--- src/rtl/count_sched.sv ---
`default_nettype none
// ============================================================================
// Module   : count_sched
// Purpose  : Round-robin interval scheduler sharing one up-counter between two
//            requesters; runs 0..len for the granted client, then pulses done.
// Revision : 1.0 - initial release
// ============================================================================
module count_sched #(
    parameter int W = 4
) (
    input  logic         clk,
    input  logic         rs,
    input  logic [1:0]   req,
    input  logic [W-1:0] len0,
    input  logic [W-1:0] len1,
    output logic [1:0]   gnt,
    output logic [1:0]   done,
    output logic         busy,
    output logic [W-1:0] q
);

    typedef enum logic [1:0] {
        S_IDLE = 2'd0,
        S_RUN  = 2'd1,
        S_DONE = 2'd2
    } state_t;

    localparam logic [W-1:0] C_ONE = {{(W-1){1'b0}}, 1'b1};

    state_t       state_q;
    logic [1:0]   gnt_q;
    logic [1:0]   done_q;
    logic         busy_q;
    logic [W-1:0] cnt_q;
    logic [W-1:0] len_q;
    logic         last_q;   // index of the most recently granted requester
    logic         sel_d;    // requester that would win a grant this cycle

    // Arbitration: a lone requester wins; on a tie the one not served last wins
    always_comb begin
        sel_d = req[1];
        if (req == 2'b11) begin
            sel_d = ~last_q;
        end
    end

    // Scheduler FSM; every output is a register so req/len never reach outputs
    always_ff @(posedge clk) begin
        if (rs) begin
            state_q <= S_IDLE;
            gnt_q   <= 2'b00;
            done_q  <= 2'b00;
            busy_q  <= 1'b0;
            cnt_q   <= '0;
            len_q   <= '0;
            last_q  <= 1'b1;
        end else begin
            case (state_q)
                S_IDLE: begin
                    done_q <= 2'b00;
                    if (req != 2'b00) begin
                        state_q <= S_RUN;
                        gnt_q   <= sel_d ? 2'b10 : 2'b01;
                        len_q   <= sel_d ? len1 : len0;
                        cnt_q   <= '0;
                        last_q  <= sel_d;
                        busy_q  <= 1'b1;
                    end
                end
                S_RUN: begin
                    // last_q names the granted requester for the whole run
                    if (!req[last_q]) begin
                        state_q <= S_IDLE;
                        gnt_q   <= 2'b00;
                        busy_q  <= 1'b0;
                        cnt_q   <= '0;
                    end else if (cnt_q == len_q) begin
                        state_q <= S_DONE;
                        done_q  <= gnt_q;
                    end else begin
                        cnt_q <= cnt_q + C_ONE;
                    end
                end
                S_DONE: begin
                    state_q <= S_IDLE;
                    gnt_q   <= 2'b00;
                    done_q  <= 2'b00;
                    busy_q  <= 1'b0;
                end
                default: begin
                    state_q <= S_IDLE;
                    gnt_q   <= 2'b00;
                    done_q  <= 2'b00;
                    busy_q  <= 1'b0;
                end
            endcase
        end
    end

    assign gnt  = gnt_q;
    assign done = done_q;
    assign busy = busy_q;
    assign q    = cnt_q;

endmodule
`default_nettype wire

--- config.mk ---
export PLATFORM = sky130hd
export DESIGN_NAME = count_sched
export DESIGN_NICKNAME = d
export VERILOG_FILES = /design/src/rtl/count_sched.sv
export SDC_FILE = /design/constraint.sdc
export NUM_CORES = 1
export LEC_CHECK = 0
export CORE_MARGIN = 2
export CORE_UTILIZATION = 40
export CTS_CLUSTER_DIAMETER = 100
export CTS_CLUSTER_SIZE = 24
export DETAILED_ROUTE_END_ITERATION = 16
export MAX_ROUTING_LAYER = met4
export PLACE_DENSITY = 0.8
export SETUP_SLACK_MARGIN = 0.05
export SYNTH_ARGS = -nofsm -noshare
export SYNTH_HDL_FRONTEND = slang
export SYNTH_SLANG_ARGS = --single-unit
--- constraint.sdc ---
create_clock -name clk -period 1.16 [get_ports clk]
set_input_delay 0.174 -clock clk [delete_from_list [all_inputs] [get_ports clk]]
set_output_delay 0.174 -clock clk [all_outputs]
set_load 0.01 [all_outputs]
# [After elaboration in Yosys (flattened, before gate mapping)]
# Cells that the tools add are included.
[word_totals] reg_bits=16 output_inout_bits=9
[op_classes] add_sub_neg=1 n_lt_le_gt_ge=1 n_eq_ne=7 mux=19 bitwise_logic=2 reduce_logical=9
[op_table] op="$mux 4" n=4
[op_table] op="$mux 2" n=6
[op_table] op="$pmux 2 s2" n=2
[op_table] op="$pmux 4 s2" n=1
[op_table] op="$reduce_and 2->1" n=4
[op_table] op="$ne 3x3->1 const B" n=2
[op_table] op="$mux 1" n=5
[op_table] op="$add 4x1->4 const B" n=1
[op_table] op="$eq 4x4->1" n=1
[op_table] op="$ne 2x2->1 const B" n=2
[op_table] op="$reduce_bool 2->1" n=2
[op_table] op="$reduce_and 3->1" n=1
[op_table] op="$eq 2x1->1 const B" n=1
[op_table] op="$eq 2x2->1 const B" n=1
[op_table] op="$logic_not 2->1" n=1
[op_table] op="$lt 1x2->1 const B" n=1
[op_table] op="$not 1->1" n=2
[op_table] op="$pmux 1 s2" n=1
[op_table] op="$reduce_or 2->1" n=1

# [Longest topological paths before layout]
[logic_depth] word_depth=5 ltp_mapped=5 depth_no_buf=4

# [Least setup slack after synthesis]
# No wires, ideal clock.
[synth_path] kind="flip-flop to flip-flop" start="reg last_q" end="reg cnt_q[1] (netlist: q[1])" setup_time_ns=0.072 arrival_time_ns=1.199 t_required_ns=1.088 slack_ns=-0.110 path_stages_with_launch=4 path_buffers=0 synth_period_minus_slack_ns=1.270 cell_sequence="dfxtp_1 > mux2_2 > a21oi_1 > mux2i_1"
[synth_via] elab_chain_cells=4
[synth_lines] element="start: declaration" line_no="36" rtl="logic last_q;"
[synth_lines] element="start signal: assignment" line_no="66" rtl="last_q <= sel_d;"
[synth_lines] element="$mux 1 (not written as such) (*) (2 in series)" line_no="72" rtl="if (!req[last_q]) begin"
[synth_lines] element="$ne 3x3->1 (no source line) or $mux 4 (tied branches)"
[synth_lines] element="$reduce_and 3->1 (no source line) or $pmux 4 s2 (tied branches)"
[synth_lines] element="end signal: assignment" line_no="81" rtl="cnt_q <= cnt_q + C_ONE;"
[synth_lines] element="end: declaration" line_no="34" rtl="logic [W-1:0] cnt_q;"
# Every way passes the cells marked *; elsewhere a longest branch is shown, timed or not. The select of a mux whose other input is x is not followed.
# A chain may end at the register's enable or synchronous reset.

# [Worst setup path after layout]
[layout_path] start="reg cnt_q[1] (netlist: q[1])" end="reg done_q[0] (netlist: done[0])"
[layout_via] elab_chain_cells=2
[layout_lines] element="$eq 4x4->1" line_no="77" rtl="end else if (cnt_q == len_q) begin"
[layout_lines] element="$reduce_and 2->1 (no source line)"
[layout_lines] element="end signal: assignment" line_no="79" rtl="done_q <= gnt_q;"
[layout_lines] element="end: declaration" line_no="32" rtl="logic [1:0] done_q;"
# Every way passes these cells.

==> impl_metrics.tcl <==
set metrics [dict create \
    status "complete, but fails checks" \
    violations "negative setup slack" \
    fp.dieH_um 48.5 \
    hold_viol_final 0 \
    synth_area_um2 791 \
    synth_edf_count 0 \
    start_kind "flop" \
    fin_crit_sh_pct 111 \
    cap_violations 0 \
    critPathRequiredTime_ns 1.35 \
    synth_cell_types 32 \
    worstReg2RegEnd "done[0]$_SDFFE_PP0P_" \
    r2r-start "q[1]$_SDFFE_PP0P_" \
    rsz0062_at_grt "yes" \
    layout_common_cells "buf_4 (19), buf_6 (11), nor2_1 (9), dfxtp_2 (9), clkdlybuf4s50_1 (9)" \
    fin_hold_ws_ns 0.460 \
    yosysWarningCount 0 \
    finalCriticalPeriod_ns 1.29 \
    grt_pass1_vias 831 \
    dieArea_um2 2350 \
    synth_top_area_share_pct 40.5 \
    min_from "done[1]$_SDFFE_PP0P_" \
    synth-xor-area-share_pct 4.43 \
    wirelength_um 2710 \
    path_max_fanout 4 \
    overflow 0 \
    synthAdderAreaFrac_pct 1.58 \
    critical_path.slowest_cell "dfxtp_2" \
    htree_levels 1 \
    skew_ns 0.00151 \
    place_congestion 0.767 \
    tightest_slew_ns 0.307 \
    synth_compound_area_share_pct 21.7 \
    final_util_pct 78.3 \
    grt_max_degree 11 \
    portBuffers 20 \
    synth_simple_gate_area_share_pct 20.7 \
    holdPathEnd "done[1]$_SDFFE_PP0P_" \
    cp_data_arrival_time_ns 1.48 \
    numCtsBuffers 3 \
    max_stage_delay_ns 0.35 \
    fmaxAchievable_mhz 774 \
    dr.pass1.iters 4 \
    ys.flop_type "dfxtp_1" \
    root_buffer "clkbuf_4" \
    wl_per_cell_um 16.4 \
    avgSynthCellArea_um2 8.99 \
    rows 16 \
    syn_nets 101 \
    clkTransAtPathRegs_ns 0.10 \
    synth_cells 88 \
    leakage_nw 0.572 \
    nets 152 \
    synth_top_family_by_area "compound AO/OA/AOI/OAI gates" \
    path_cells "xnor2_2 -> nand4_1 -> buf_4 -> o21ai_2 -> a21oi_2" \
    r2r_cells 5 \
    fill_cells 117 \
    yosys-top-cells-area "dfxtp_1 (41%), mux2i_1 (6.3%), nor2_1 (5.2%)" \
    crit_path_end_kind "flop" \
    clock_sinks 16 \
    ios 21 \
    die_x_um 48.5 \
    antenna_found_initial 0 \
    initial_core_util_pct 41.1 \
    yosys.area.top_type "dfxtp_1" \
    seq_area_frac_synth_pct 40.5 \
    drive_above_1_share_pct 62.3 \
    synth_seq_cells 16 \
    slew_headroom_pct 79.1 \
    setup_violations 12 \
    diodes 0 \
    holdCritPathClass "reg -> reg" \
    num_vias 882 \
    cts_tree "done" \
    core_region_area_um2 1920 \
    min_path_cells 2 \
    crit_type "reg -> reg" \
    drt-initial-drc-count 24 \
    place_hpwl_um 1460 \
    layout_commonest_cell "buf_4" \
    clk_path_buf_depth 2 \
    drc 0 \
    avgViaCountPerCell 5.35 \
    grt_usage_pct 22.9 \
    p_per_area_nw_per_um2 1060 \
    grt_first_pass_wirelength_um 3990 \
    async_reset_ff_share_pct 0 \
    synthMuxAreaShare_pct 9.49 \
    slew_violations 0 \
    ir_worst_vdd_mv 0.864 \
    timing.reg2reg.setup_slack_ns -0.13 \
    area_growth_pct 90.3 \
    insertion_delay_ns 0.29 \
    postLayoutSetupSlackWorst_ns -0.132 \
    ant_nets 0 \
]
-- cell usage after synthesis, drive strengths merged (2+ instances only) --
cell    instances
nand3           3
nor3            3
dfxtp          16
a21oi           8
nand2           6
xnor2           4
or2             3
nor2           11
nand4           3
and2            2
a211oi          5
mux2i           6
o21ai           3
-- layer usage --
metal	track usage [%]	vias up	routed length [µm]	share of wire (%)
met4	13.8	0	114	4.2
met1	27.2	410	1080	40
met3	4.32	10	150	5.5
met2	36.3	38	1360	50
met5	-	-	0	0
li1	-	424	-	-
-- worst max-delay path by stage --
| stage | from | cells past startpoint | endpoint | slack [ns] |
|---|---|---|---|---|
| floorplan | q[1]$_SDFFE_PP0P_ | 4 | q[1]$_SDFFE_PP0P_ | 0.02 |
| global placement | req[0] | 5 | len_q[1]$_SDFFE_PP0P_ | -0.41 |
| detailed placement | req[0] | 5 | len_q[0]$_SDFFE_PP0P_ | -0.48 |
| CTS | last_q$_SDFFE_PP1P_ | 5 | len_q[3]$_SDFFE_PP0P_ | -0.04 |
| global route | q[1]$_SDFFE_PP0P_ | 5 | q[3]$_SDFFE_PP0P_ | -0.17 |
| finish | q[1]$_SDFFE_PP0P_ | 5 | done[0]$_SDFFE_PP0P_ | -0.13 |
-- critical path, delay by kind of cell (launching register included) --
kind	cells	cell delay [ns]
XOR/XNOR	1	0.20
buffers and inverters	1	0.23
AND/OR/NAND/NOR	1	0.23
AO/OA/AOI/OAI	2	0.18
flip-flops	1	0.35
-- report_power, final --
part | leakage, nW | internal, mW | switching, mW | total (mW)
registers | 0.138 | 0.591 | 0.0536 | 0.645
logic | 0.419 | 0.344 | 0.284 | 0.629
clock network | 0.0150 | 0.134 | 0.189 | 0.322
total | 0.572 | 1.07 | 0.526 | 1.60
-- what timing repair did --
item                                    CTS  global route
buffers inserted                          0             7
gates cloned                              0             1
endpoints found under the setup margin   25            24
hold buffers                              0             0
resized for setup                        54            37
pin swaps                                10            17
-- per-stage QoR --
step | cell area, µm² | setup TNS, ns | instances | total power [mW] | worst slack (ns)
finish | 1510 | -0.762 | 165 | 1.60 | -0.132
floorplan | 818 | 0 | 88 | 0.851 | 0.0238
global route | 1510 | -1.50 | 165 | 1.67 | -0.165
detailed placement | 1190 | -6.04 | 153 | 1.06 | -0.482
CTS | 1320 | -0.293 | 157 | 1.44 | -0.0425
global placement | 1190 | -5.29 | 153 | 1.05 | -0.405
-- cell type report --
type	count	area, µm²	share of cell area (%)
multi-input cells	70	664	44.1
repair buffers	47	423	28.1
flip-flops and latches	16	354	23.5
well taps	27	33.8	2.24
clock buffers	4	26.3	1.75
inverters	1	3.75	0.249
-- cell families (layout without fill, tap and decap cells) --
group	after synthesis	after routing
compound gates	24	24
xor+xnor	4	4
fa+ha+maj	1	1
buf+inv	3	52
flops	16	16
mux	7	7
simple gates	33	34
-- registers in the layout, indices dropped and copies added (netlist names) --
signal	flops
state_q	2
q	4
done	2
last_q	1
gnt	2
len_q	4
busy	1
Note: power is estimated with default switching activity, not from simulation.
